[src/rtl/exc_ctrl.sv]
// exc_ctrl -- exception/interrupt request controller.
//
// Collects synchronous exceptions from the decoder (illegal, ecall, ebreak)
// and level interrupts from the platform, prioritises them and presents one
// request at a time on the exc_req_o/exc_ack_i handshake.  On acknowledge the
// winning cause is latched for mcause and interrupts stay blocked until eret.
//
// Build option:
//   EXC_CTRL_IRQ_EN  defined   -> full interrupt path (irq_q, id_q, IRQ_REQ).
//                    undefined -> synchronous exceptions only; irq_i,
//                                 irq_mask_i and irq_enable_i are ignored.
//
// Ports:
//   clk            core clock
//   rst            synchronous active-high reset
//   irq_i          level interrupt lines (asynchronous to the pipeline)
//   irq_mask_i     per-line interrupt enable
//   irq_enable_i   global interrupt enable
//   is_decoding_i  ID stage holds a valid instruction (qualifies sync inputs)
//   illegal_insn_i decoder flags: illegal instruction
//   ecall_insn_i   decoder flags: ecall
//   ebreak_insn_i  decoder flags: ebreak
//   eret_i         eret retired, leave the handler
//   exc_req_o      request to the main controller
//   exc_ack_i      controller accepts the request
//   exc_cause_o    latched cause: bit5 interrupt flag, bits4:0 code
//   save_cause_o   one-cycle pulse after an accepted request
//   in_handler_o   handler active, interrupts blocked
module exc_ctrl #(
    parameter int NUM_IRQ = 32
) (
    input  logic               clk,
    input  logic               rst,
    input  logic [NUM_IRQ-1:0] irq_i,
    input  logic [NUM_IRQ-1:0] irq_mask_i,
    input  logic               irq_enable_i,
    input  logic               is_decoding_i,
    input  logic               illegal_insn_i,
    input  logic               ecall_insn_i,
    input  logic               ebreak_insn_i,
    input  logic               eret_i,
    output logic               exc_req_o,
    input  logic               exc_ack_i,
    output logic [5:0]         exc_cause_o,
    output logic               save_cause_o,
    output logic               in_handler_o
);

`ifdef EXC_CTRL_IRQ_EN
    typedef enum logic [1:0] {
        IDLE       = 2'd0,
        IRQ_REQ    = 2'd1,
        IN_HANDLER = 2'd2
    } state_t;
`else
    typedef enum logic {
        IDLE       = 1'b0,
        IN_HANDLER = 1'b1
    } state_t;
`endif

    state_t     state;
    state_t     state_nxt;
    logic       sync;
    logic [5:0] sync_cause;
    logic [5:0] cur_cause;
    logic       ack_ok;

    // Synchronous exceptions are never stored: they exist only while the
    // offending instruction sits in ID.
    always_comb begin
        sync = is_decoding_i & (illegal_insn_i | ecall_insn_i | ebreak_insn_i);
        if (illegal_insn_i)    sync_cause = 6'h02;
        else if (ecall_insn_i) sync_cause = 6'h0B;
        else                   sync_cause = 6'h03;
    end

`ifdef EXC_CTRL_IRQ_EN
    logic [NUM_IRQ-1:0] irq_q;
    logic [NUM_IRQ-1:0] pend;
    logic               irq_any;
    logic [4:0]         irq_id;
    logic [4:0]         id_q;
    logic [4:0]         id_nxt;

    assign pend    = irq_q & irq_mask_i & {NUM_IRQ{irq_enable_i}};
    assign irq_any = |pend;

    // Scan from the top down so the lowest pending index is written last.
    always_comb begin
        irq_id = '0;
        for (int i = NUM_IRQ - 1; i >= 0; i--) begin
            if (pend[i]) irq_id = 5'(i);
        end
    end

    always_ff @(posedge clk) begin
        if (rst) begin
            irq_q <= '0;
            id_q  <= '0;
        end else begin
            irq_q <= irq_i;
            id_q  <= id_nxt;
        end
    end
`else
    logic unused_irq;
    assign unused_irq = ^{irq_i, irq_mask_i, irq_enable_i};
`endif

    // NOTE: every output of this block gets a default before the case so
    // no path leaves a signal unassigned, which would infer a latch.
    always_comb begin
        state_nxt = state;
        exc_req_o = 1'b0;
        cur_cause = sync_cause;
`ifdef EXC_CTRL_IRQ_EN
        id_nxt    = id_q;
`endif
        case (state)
            IDLE: begin
`ifdef EXC_CTRL_IRQ_EN
                exc_req_o = sync | irq_any;
                if (!sync) cur_cause = {1'b1, irq_id};
                if (exc_ack_i && exc_req_o) begin
                    state_nxt = IN_HANDLER;
                end else if (irq_any) begin
                    // Make the interrupt sticky so the request survives the
                    // line or mask dropping before the ack arrives.
                    state_nxt = IRQ_REQ;
                    id_nxt    = irq_id;
                end
`else
                exc_req_o = sync;
                if (exc_ack_i && sync) state_nxt = IN_HANDLER;
`endif
            end
`ifdef EXC_CTRL_IRQ_EN
            IRQ_REQ: begin
                exc_req_o = 1'b1;
                if (!sync) cur_cause = {1'b1, id_q};
                if (exc_ack_i) begin
                    // If a sync exception took the ack, the interrupt is
                    // forgotten and re-sampled from irq_q after eret.
                    state_nxt = IN_HANDLER;
                    id_nxt    = '0;
                end
            end
`endif
            IN_HANDLER: begin
                // Interrupts are blocked; only nested faults are requested.
                exc_req_o = sync;
                if (!(exc_ack_i && sync) && eret_i) state_nxt = IDLE;
            end
            default: state_nxt = IDLE;
        endcase
    end

    assign ack_ok = exc_ack_i & exc_req_o;

    // NOTE: state registers use non-blocking assignments so every flop
    // samples its inputs from before the edge, independent of block order.
    always_ff @(posedge clk) begin
        if (rst) begin
            state        <= IDLE;
            exc_cause_o  <= '0;
            save_cause_o <= 1'b0;
        end else begin
            state        <= state_nxt;
            save_cause_o <= ack_ok;
            if (ack_ok) exc_cause_o <= cur_cause;
        end
    end

    assign in_handler_o = (state == IN_HANDLER);

endmodule

[config.mk]
export PLATFORM = sky130hd
export DESIGN_NAME = exc_ctrl
export DESIGN_NICKNAME = d
export VERILOG_FILES = /design/src/rtl/exc_ctrl.sv
export SDC_FILE = /design/constraint.sdc
export NUM_CORES = 1
export LEC_CHECK = 0
export ABC_AREA = 1
export BUFFER_PORTS_ARGS = -buffer_cell sky130_fd_sc_hd__buf_2
export CAP_MARGIN = 5
export CORE_MARGIN = 10
export CORE_UTILIZATION = 16
export CTS_CLUSTER_DIAMETER = 30
export DETAILED_ROUTE_END_ITERATION = 16
export GPL_TIMING_DRIVEN = 0
export PLACE_DENSITY = 0.86
export REMOVE_ABC_BUFFERS = 1
export SYNTH_ARGS = -nofsm -noshare
export SYNTH_HDL_FRONTEND = slang
export SYNTH_SLANG_ARGS = --single-unit
export TNS_END_PERCENT = 5
[constraint.sdc]
create_clock -name clk -period 2 [get_ports clk]
set_clock_uncertainty 0.05 [all_clocks]
set_input_delay 0.4 -clock clk [delete_from_list [all_inputs] [get_ports clk]]
set_output_delay 0.4 -clock clk [all_outputs]
set_load 0.05 [all_outputs]
==> results.toml, run 1 <==
[floorplanning]
die_w_um = 57.0
rows = 13
io_pins = 82
dieHeight_um = 57.0
dieArea_um2 = 3250
start_util = 0.168
coreArea_um2 = 1300

[yosys]
yosysTopAreaCell = "dfxtp_1"
synth.avg_cell_area_um2 = 8.11
yosys-top-cells-area = "dfxtp_1, buf_4, a21oi_1, inv_1, nand4_1"
synth_common_cells = "dfxtp_1, a21oi_1, inv_1"
synthesis.area_um2 = 219
synthMostInstantiatedCell = "dfxtp_1"
yosys_warnings = 0
synth-main-ff-cell = "dfxtp_1"
synth.yosys.seq_area_share = 0.457
yosys.area.top_type_share = 0.457
synth_edf_count = 0
synth-seq-cells = 5
syn-instance-count = 27
synth.distinct_cells = 12
async_flop_share = 0

[sta]
fmax_mhz = 701
timing.final.crit_share = 0.713
period_minus_slack_ns = 1.43
setup_viol = 0
setup_tns_ns = 0
grt_setup_unrepaired = "false"
final_max_slew_viol_count = 0
finalHoldViolCount = 0
hold_ws_ns = 0.333

[hold_path]
holdCritStartpoint = "rst"
hold_depth = 2
hold_class = "in2reg"
hold_end = "in_handler_o$_SDFF_PP0_"

[critical_path]
path_max_fanout = 4
max_stage_delay_ns = 0.28
rr_worst_depth = 2
endpoint_kind = "output pin"
worstSetupPathType = "in2out"
r2r-start = "in_handler_o$_SDFF_PP0_"
cp.required_ns = 1.55
crit_buf_inv = 2
cpMaxStageDelayCell = "buf_2"
r2r-end = "in_handler_o$_SDFF_PP0_"
cpLargestDelayFamily = "buffers and inverters"
start_kind = "input port"
worstPathCellList = "buf_2 -> a21boi_0 -> buf_2"
ff2ff_setup_slack_ns = 1.40
cp_common_cell = "buf_2"
crit_arrival_ns = 0.98

[clock_tree]
clk_pin_slew_ns = 0.04
cts_buffers = 3
cts_root_buffer = "clkbuf_4"
htreeDepth = 1
cts_setup_buffers = 0
clk-insertion-delay-late_ns = 0.23
cts_hold_buf = 0
clkSinkCount = 5
clk_path_buf_depth = 2
cts_resized = 0
cts_tree = "built"

[job]
drv_cap = 0

[detailed_routing]
drc = 0
dr.pass1.iters = 1
drtIter0Drc = 0
ant_nets = 0
viasPerCell = 3.84
avgRoutedWirePerCell_um = 10.6
wirelength_um = 616
num_vias = 223

[power_and_ir_drop]
p_per_area_nw_per_um2 = 897
p_leak_nw = 0.163
ir_drop_mv = 0.120

[place]
dp_hpwl_um = 521
portBuffers = 13
gp_congestion = 0.757

[global_routing]
grt_max_degree = 6
antenna_found_initial = 0
grt_overflow = 0
grt_pass1_vias = 238
grtUsageTotal = 0.0374
grt_pass1_wl_um = 924

[layout]
multi_input_area_um2 = 88.8
nets = 117
seq_area_um2 = 100
utilization = 0.241
areaGrowthSynthToFinish_pct = 43.4
drive_gt1_frac = 0.442
antenna_cells = 0
fill_cells = 149

[outcome]
run_status = "finished clean"
worst reg2reg max path: stages (launching register included):
cell	delay, ns
dfxtp_1	0.32
nand2_1	0.05
a21oi_1	0.12
power by group:
part | switching, mW | internal, mW | total [mW]
clock | 0.0371 | 0.0752 | 0.112
combinational | 0.0489 | 0.0138 | 0.0627
sequential | 0.00177 | 0.105 | 0.107
routing by layer:
layer	wire, um	global-route usage	vias up	part of all wire
met1	222	0.0282	89	0.36
li1	-	-	115	-
met2	290	0.0558	15	0.47
met5	0	0	-	0
met3	71	0.0199	4	0.12
met4	31	0.0570	0	0.050
worst max-delay path by stage:
stage	cells after the start	from	slack [ns]	endpoint
CTS	3	is_decoding_i	0.57	exc_req_o
detailed placement	3	is_decoding_i	0.57	exc_req_o
global placement	3	is_decoding_i	0.58	exc_req_o
finish	3	is_decoding_i	0.57	exc_req_o
global route	3	is_decoding_i	0.53	exc_req_o
floorplan	2	ebreak_insn_i	-0.03	exc_req_o
per-stage QoR:
step	area [um2]	setup slack, ns	total power [mW]	cells
after floorplan	204	-0.0283	0.152	26
final	314	0.574	0.282	58
after detailed placement	288	0.573	0.171	54
after global routing	314	0.532	0.302	58
after CTS	314	0.573	0.287	58
after global placement	288	0.583	0.169	54
state kept, by name, summed over array words and instances, names as in the netlist:
signal,count
save_cause_o,1
exc_cause_o,3
in_handler_o,1
layout make-up:
class	count	area share
clock buffers	4	0.0837
repair buffers	13	0.207
well taps	15	0.0598
multi-input cells	17	0.283
inverters	4	0.0478
flip-flops and latches	5	0.319
cell usage in the layout, fill, tap and decap left out:
| master | instances |
|---|---|
| a21boi_0 | 1 |
| conb_1 | 3 |
| nor2_1 | 1 |
| nand4_1 | 2 |
| clkbuf_4 | 3 |
| a21oi_1 | 4 |
| dfxtp_1 | 5 |
| buf_2 | 13 |
| clkbuf_1 | 1 |
| nand2_1 | 3 |
| nor2_2 | 1 |
| nand3_2 | 1 |
| inv_1 | 4 |
| nand2_2 | 1 |
logic make-up (layout without fill, tap and decap cells):
| kind of cell | after synthesis | after routing | share of synthesized area |
|---|---|---|---|
| AO/OA/AOI/OAI | 5 | 5 | 0.126 |
| buffers and inverters | 7 | 21 | 0.171 |
| flip-flops | 5 | 5 | 0.457 |
| other | 1 | 3 | 0.0171 |
| AND/OR/NAND/NOR | 9 | 9 | 0.229 |
Power figures use the tool's default switching activity.
==> inputs of run 2 (changes only) <==
--- a/config.mk
+++ b/config.mk
@@ -9,11 +9,11 @@
 export BUFFER_PORTS_ARGS = -buffer_cell sky130_fd_sc_hd__buf_2
 export CAP_MARGIN = 5
 export CORE_MARGIN = 10
-export CORE_UTILIZATION = 16
+export CORE_UTILIZATION = 15
 export CTS_CLUSTER_DIAMETER = 30
 export DETAILED_ROUTE_END_ITERATION = 16
 export GPL_TIMING_DRIVEN = 0
-export PLACE_DENSITY = 0.86
+export PLACE_DENSITY = 0.82
 export REMOVE_ABC_BUFFERS = 1
 export SYNTH_ARGS = -nofsm -noshare
 export SYNTH_HDL_FRONTEND = slang
==> constraint.sdc (replaced) <==
create_clock -name clk -period 1.4 [get_ports clk]
set_clock_uncertainty 0.05 [all_clocks]
set_input_delay 0.28 -clock clk [delete_from_list [all_inputs] [get_ports clk]]
set_output_delay 0.28 -clock clk [all_outputs]
set_load 0.05 [all_outputs]
==> results.toml, run 2 (synthesized netlist as in run 1, its figures left out) <==
[critical_path]
start_kind = "register"
endpoint_kind = "output pin"
max_stage_delay_ns = 0.34
crit_buf_inv = 1
crit_arrival_ns = 0.86
worstPathCellList = "buf_2"
cpMaxStageDelayCell = "dfxtp_1"
cpLargestDelayFamily = "flip-flops"
path_max_fanout = 2
worstSetupPathType = "reg2out"
cp.required_ns = 1.07

[detailed_routing]
viasPerCell = 3.74
ant_nets = 0
drtIter0Drc = 4
dr.pass1.iters = 3
num_vias = 217
avgRoutedWirePerCell_um = 11.1
drc = 0
wirelength_um = 643

[layout]
areaGrowthSynthToFinish_pct = 44.0
nets = 117
largest_reg_flops = 3
final_common_cell = "buf_2"
antenna_cells = 0
final_cell_area_um2 = 315
drive_gt1_frac = 0.465
mostFrequentLayoutCells = "buf_2, dfxtp_1, inv_1, a21oi_1"
regMostFlops = "exc_cause_o"
utilization = 0.236

[global_routing]
antenna_found_initial = 0
grt_max_degree = 6
grt_pass1_wl_um = 1090
grt_overflow = 0
grtUsageTotal = 0.0443
grt_pass1_vias = 251

[clock_tree]
clk_path_buf_depth = 2
cts_root_buffer = "clkbuf_4"
htreeDepth = 1
cts_resized = 0
cts_setup_buffers = 0
cts_hold_buf = 0
clk_pin_slew_ns = 0.05
cts_tree = "built"
clkSinkCount = 5
cts_buffers = 3
clk-insertion-delay-late_ns = 0.25

[job]
drv_cap = 0

[sta]
final_max_slew_viol_count = 0
fmax_mhz = 837
finalHoldViolCount = 0
timing.final.crit_share = 0.853
period_minus_slack_ns = 1.19
setup_viol = 0
grt_setup_unrepaired = "false"

[floorplanning]
io_pins = 82
coreArea_um2 = 1330
start_util = 0.164
die_w_um = 58.2
rows = 13
dieArea_um2 = 3390
dieHeight_um = 58.2

[place]
placedInstanceArea_um2 = 288
portBuffers = 13
dp_hpwl_um = 561
gp_congestion = 0.661

[hold_path]
hold_class = "in2reg"

[outcome]
run_status = "finished clean"

[power_and_ir_drop]
ir_drop_mv = 0.237
p_per_area_nw_per_um2 = 1300
p_leak_nw = 0.165
run 2: changes by cell type in the layout (fill, tap and decap cells not counted):
cell      previous run  this run
clkbuf_1             1         0
clkinv_2             0         1
run 2: report_power, final:
group          switching, mW  total [mW]  internal [mW]
Sequential           0.00288       0.152          0.150
Clock                 0.0660       0.170          0.104
Combinational         0.0692      0.0888         0.0197
Total                  0.138       0.411          0.273
run 2: worst paths after layout:
path                                                  start                           to  slack [ns]  cells past startpoint
worst max-delay path            exc_cause_o[3]$_SDFFE_PP0P_               exc_cause_o[3]        0.21                      1
worst max register to register  exc_cause_o[3]$_SDFFE_PP0P_  exc_cause_o[3]$_SDFFE_PP0P_        0.76                      2
worst min-delay path                                    rst      in_handler_o$_SDFF_PP0_        0.20                      2
worst min register to register  exc_cause_o[1]$_SDFFE_PP0P_  exc_cause_o[1]$_SDFFE_PP0P_        0.40                      2
run 2: stage by stage:
| stage | hold WS (ns) | setup slack (ns) | power, mW | TNS [ns] | cells |
|---|---|---|---|---|---|
| final | 0.201 | 0.205 | 0.411 | 0 | 58 |
| after global routing | 0.204 | 0.141 | 0.433 | 0 | 58 |
| after CTS | 0.189 | 0.193 | 0.418 | 0 | 58 |
| after detailed placement | 0.393 | 0.222 | 0.245 | 0 | 54 |
| after global placement | 0.387 | 0.235 | 0.242 | 0 | 54 |
| after floorplan | 0.299 | -0.388 | 0.218 | -0.388 | 26 |
run 2: cell type report:
type	instances	area (um2)
clock buffer	3	22.5
clock inverter	1	5.00
inverter	4	15.0
sequential	5	100
timing repair buffer	13	65.1
fill	158	1020
multi-input combinational	17	88.8
tap	15	18.8
run 2: metal layers:
| layer | routed length (um) | GRT usage | vias up |
|---|---|---|---|
| met5 | 0 | 0 | - |
| met4 | 7 | 0.0302 | 0 |
| met3 | 103 | 0.0479 | 2 |
| met2 | 306 | 0.0598 | 12 |
| met1 | 227 | 0.0386 | 91 |
| li1 | - | - | 112 |
==> inputs of run 3 (changes only) <==
--- a/config.mk
+++ b/config.mk
@@ -5,11 +5,10 @@
 export SDC_FILE = /design/constraint.sdc
 export NUM_CORES = 1
 export LEC_CHECK = 0
-export ABC_AREA = 1
 export BUFFER_PORTS_ARGS = -buffer_cell sky130_fd_sc_hd__buf_2
 export CAP_MARGIN = 5
 export CORE_MARGIN = 10
-export CORE_UTILIZATION = 15
+export CORE_UTILIZATION = 17
 export CTS_CLUSTER_DIAMETER = 30
 export DETAILED_ROUTE_END_ITERATION = 16
 export GPL_TIMING_DRIVEN = 0
==> results.toml, run 3 <==
[clock_tree]
htreeDepth = 1
cts_root_buffer = "clkbuf_4"
clk-insertion-delay-late_ns = 0.24
clk_pin_slew_ns = 0.05
clkSinkCount = 5
clk_path_buf_depth = 2
cts_setup_buffers = 0
cts_tree = "built"
cts_hold_buf = 0
cts_resized = 0
cts_buffers = 3

[critical_path]
endpoint_kind = "output pin"
cpLargestDelayFamily = "simple AND/OR/NAND/NOR gates"
worstPathCellList = "buf_2 -> nor3_4 -> nor2b_1 -> buf_2"
start_kind = "input port"
cp.required_ns = 1.07
cpMaxStageDelayCell = "nor3_4"
path_max_fanout = 4
max_stage_delay_ns = 0.27
cp_common_cell = "buf_2"
crit_buf_inv = 2
crit_arrival_ns = 0.96
worstSetupPathType = "in2out"

[sta]
worst_slack_ns = 0.105
final_max_slew_viol_count = 0
timing.final.crit_share = 0.925
period_minus_slack_ns = 1.29
grt_setup_unrepaired = "false"
setup_viol = 0
setup_tns_ns = 0
finalHoldViolCount = 0
fmax_mhz = 772

[yosys]
synth-main-ff-cell = "dfxtp_1"
synth.yosys.seq_area_share = 0.390
synth.avg_cell_area_um2 = 10.7
yosysTopAreaCell = "dfxtp_1"
synth_edf_count = 0
synth_common_cells = "dfxtp_1, buf_4, nand2b_1"
yosys.area.top_type_share = 0.390
yosys_warnings = 0
synth.distinct_cells = 15
synthesis.area_um2 = 256
async_flop_share = 0
yosys-top-cells-area = "dfxtp_1, buf_4, o211a_1, nand2b_1, nor3_4"
synth-seq-cells = 5
syn-instance-count = 24
synthMostInstantiatedCell = "dfxtp_1"

[detailed_routing]
wl_met1_um = 307
wl_met3_um = 91
num_vias = 234
top_layer = "met3"
drtIter0Drc = 3
drc = 0
wl_met2_um = 352
wirelength_um = 751
avgRoutedWirePerCell_um = 13.7
viasPerCell = 4.25
dr.pass1.iters = 4
ant_nets = 0

[power_and_ir_drop]
p_int_mw = 0.286
switching_share = 0.344
p_per_area_nw_per_um2 = 1240
ir_drop_mv = 0.280
clockPowerShare = 0.403
p_leak_nw = 0.173
p_seq_frac = 0.354
p_comb_frac = 0.244
power.switching_mw = 0.150

[place]
dp_hpwl_um = 608
gp_congestion = 0.699
place_ws_ns = 0.0878
portBuffers = 13

[floorplanning]
rows = 13
coreArea_um2 = 1370
io_pins = 82
die_w_um = 58.8
start_util = 0.188
dieArea_um2 = 3460
dieHeight_um = 58.8

[layout]
multi_input_area_um2 = 141
mostFrequentLayoutCells = "buf_2, dfxtp_1, nand2b_1, conb_1, clkbuf_4"
areaGrowthSynthToFinish_pct = 37.1
seq_area_um2 = 100
drive_gt1_frac = 0.500
final_common_cell = "buf_2"
regMostFlops = "exc_cause_o"
fill_cells = 166
largest_reg_flops = 3
nets = 114
antenna_cells = 0
utilization = 0.257

[global_routing]
grt_max_degree = 9
antenna_found_initial = 0
grt_overflow = 0
grtUsageTotal = 0.0480
grt_pass1_vias = 276
grt_pass1_wl_um = 1190

[job]
drv_cap = 0

[outcome]
run_status = "finished clean"

[hold_path]
hold_class = "in2reg"
[run 3: cell count changes in the layout (fill, tap and decap cells not counted), sizes merged, moves of 2 or more]
cell,before,now
nor3,0,2
a21oi,4,0
nand4,2,0
nand2b,0,3
nand2,4,1
o211a,0,2
inv,4,0
nor2,2,0
[run 3: cells by family (layout without fill, tap and decap cells)]
logic type             Yosys count  in the layout  share of synthesized area
AOI/OAI and AO/OA                7              7                      0.268
other                            1              3                     0.0146
buffers and inverters            3             17                     0.0878
and+or+nand+nor                  8              8                      0.239
DFF                              5              5                      0.390
[run 3: metal layers]
| layer | global-route usage | vias to the layer above |
|---|---|---|
| met3 | 0.0408 | 0 |
| met5 | 0 | - |
| li1 | - | 115 |
| met2 | 0.0691 | 12 |
| met1 | 0.0421 | 107 |
| met4 | 0.0393 | 0 |
[run 3: final timing paths]
path / start / end / slack, ns / depth (start not counted)
max: ecall_insn_i / exc_req_o / 0.11 / 4
min: eret_i / in_handler_o$_SDFF_PP0_ / 0.18 / 2
max reg2reg: in_handler_o$_SDFF_PP0_ / in_handler_o$_SDFF_PP0_ / 0.75 / 2
min reg2reg: exc_cause_o[3]$_SDFFE_PP0P_ / exc_cause_o[3]$_SDFFE_PP0P_ / 0.42 / 2
[run 3: metrics by stage]
stage,hold slack (ns),std cells,power (mW),area [um2]
3_3_place_gp,0.400,51,0.260,325
4_1_cts,0.170,55,0.443,352
5_1_grt,0.175,55,0.456,352
2_1_floorplan,0.309,23,0.228,241
3_5_place_dp,0.398,51,0.263,325
6_report,0.178,55,0.435,352
[run 3: cell type report]
class,count,area share
clock buffers,4,0.0747
repair buffers,13,0.185
flip-flops and latches,5,0.285
multi-input cells,18,0.402
well taps,15,0.0534
[run 3: power by group through the flow]
stage          Combinational, mW  Sequential (mW)  Clock (mW)
2_1_floorplan             0.0440            0.184           0
3_3_place_gp               0.104            0.156           0
3_5_place_dp               0.106            0.157           0
4_1_cts                    0.106            0.154       0.183
5_1_grt                    0.112            0.155       0.189
6_report                   0.106            0.154       0.175
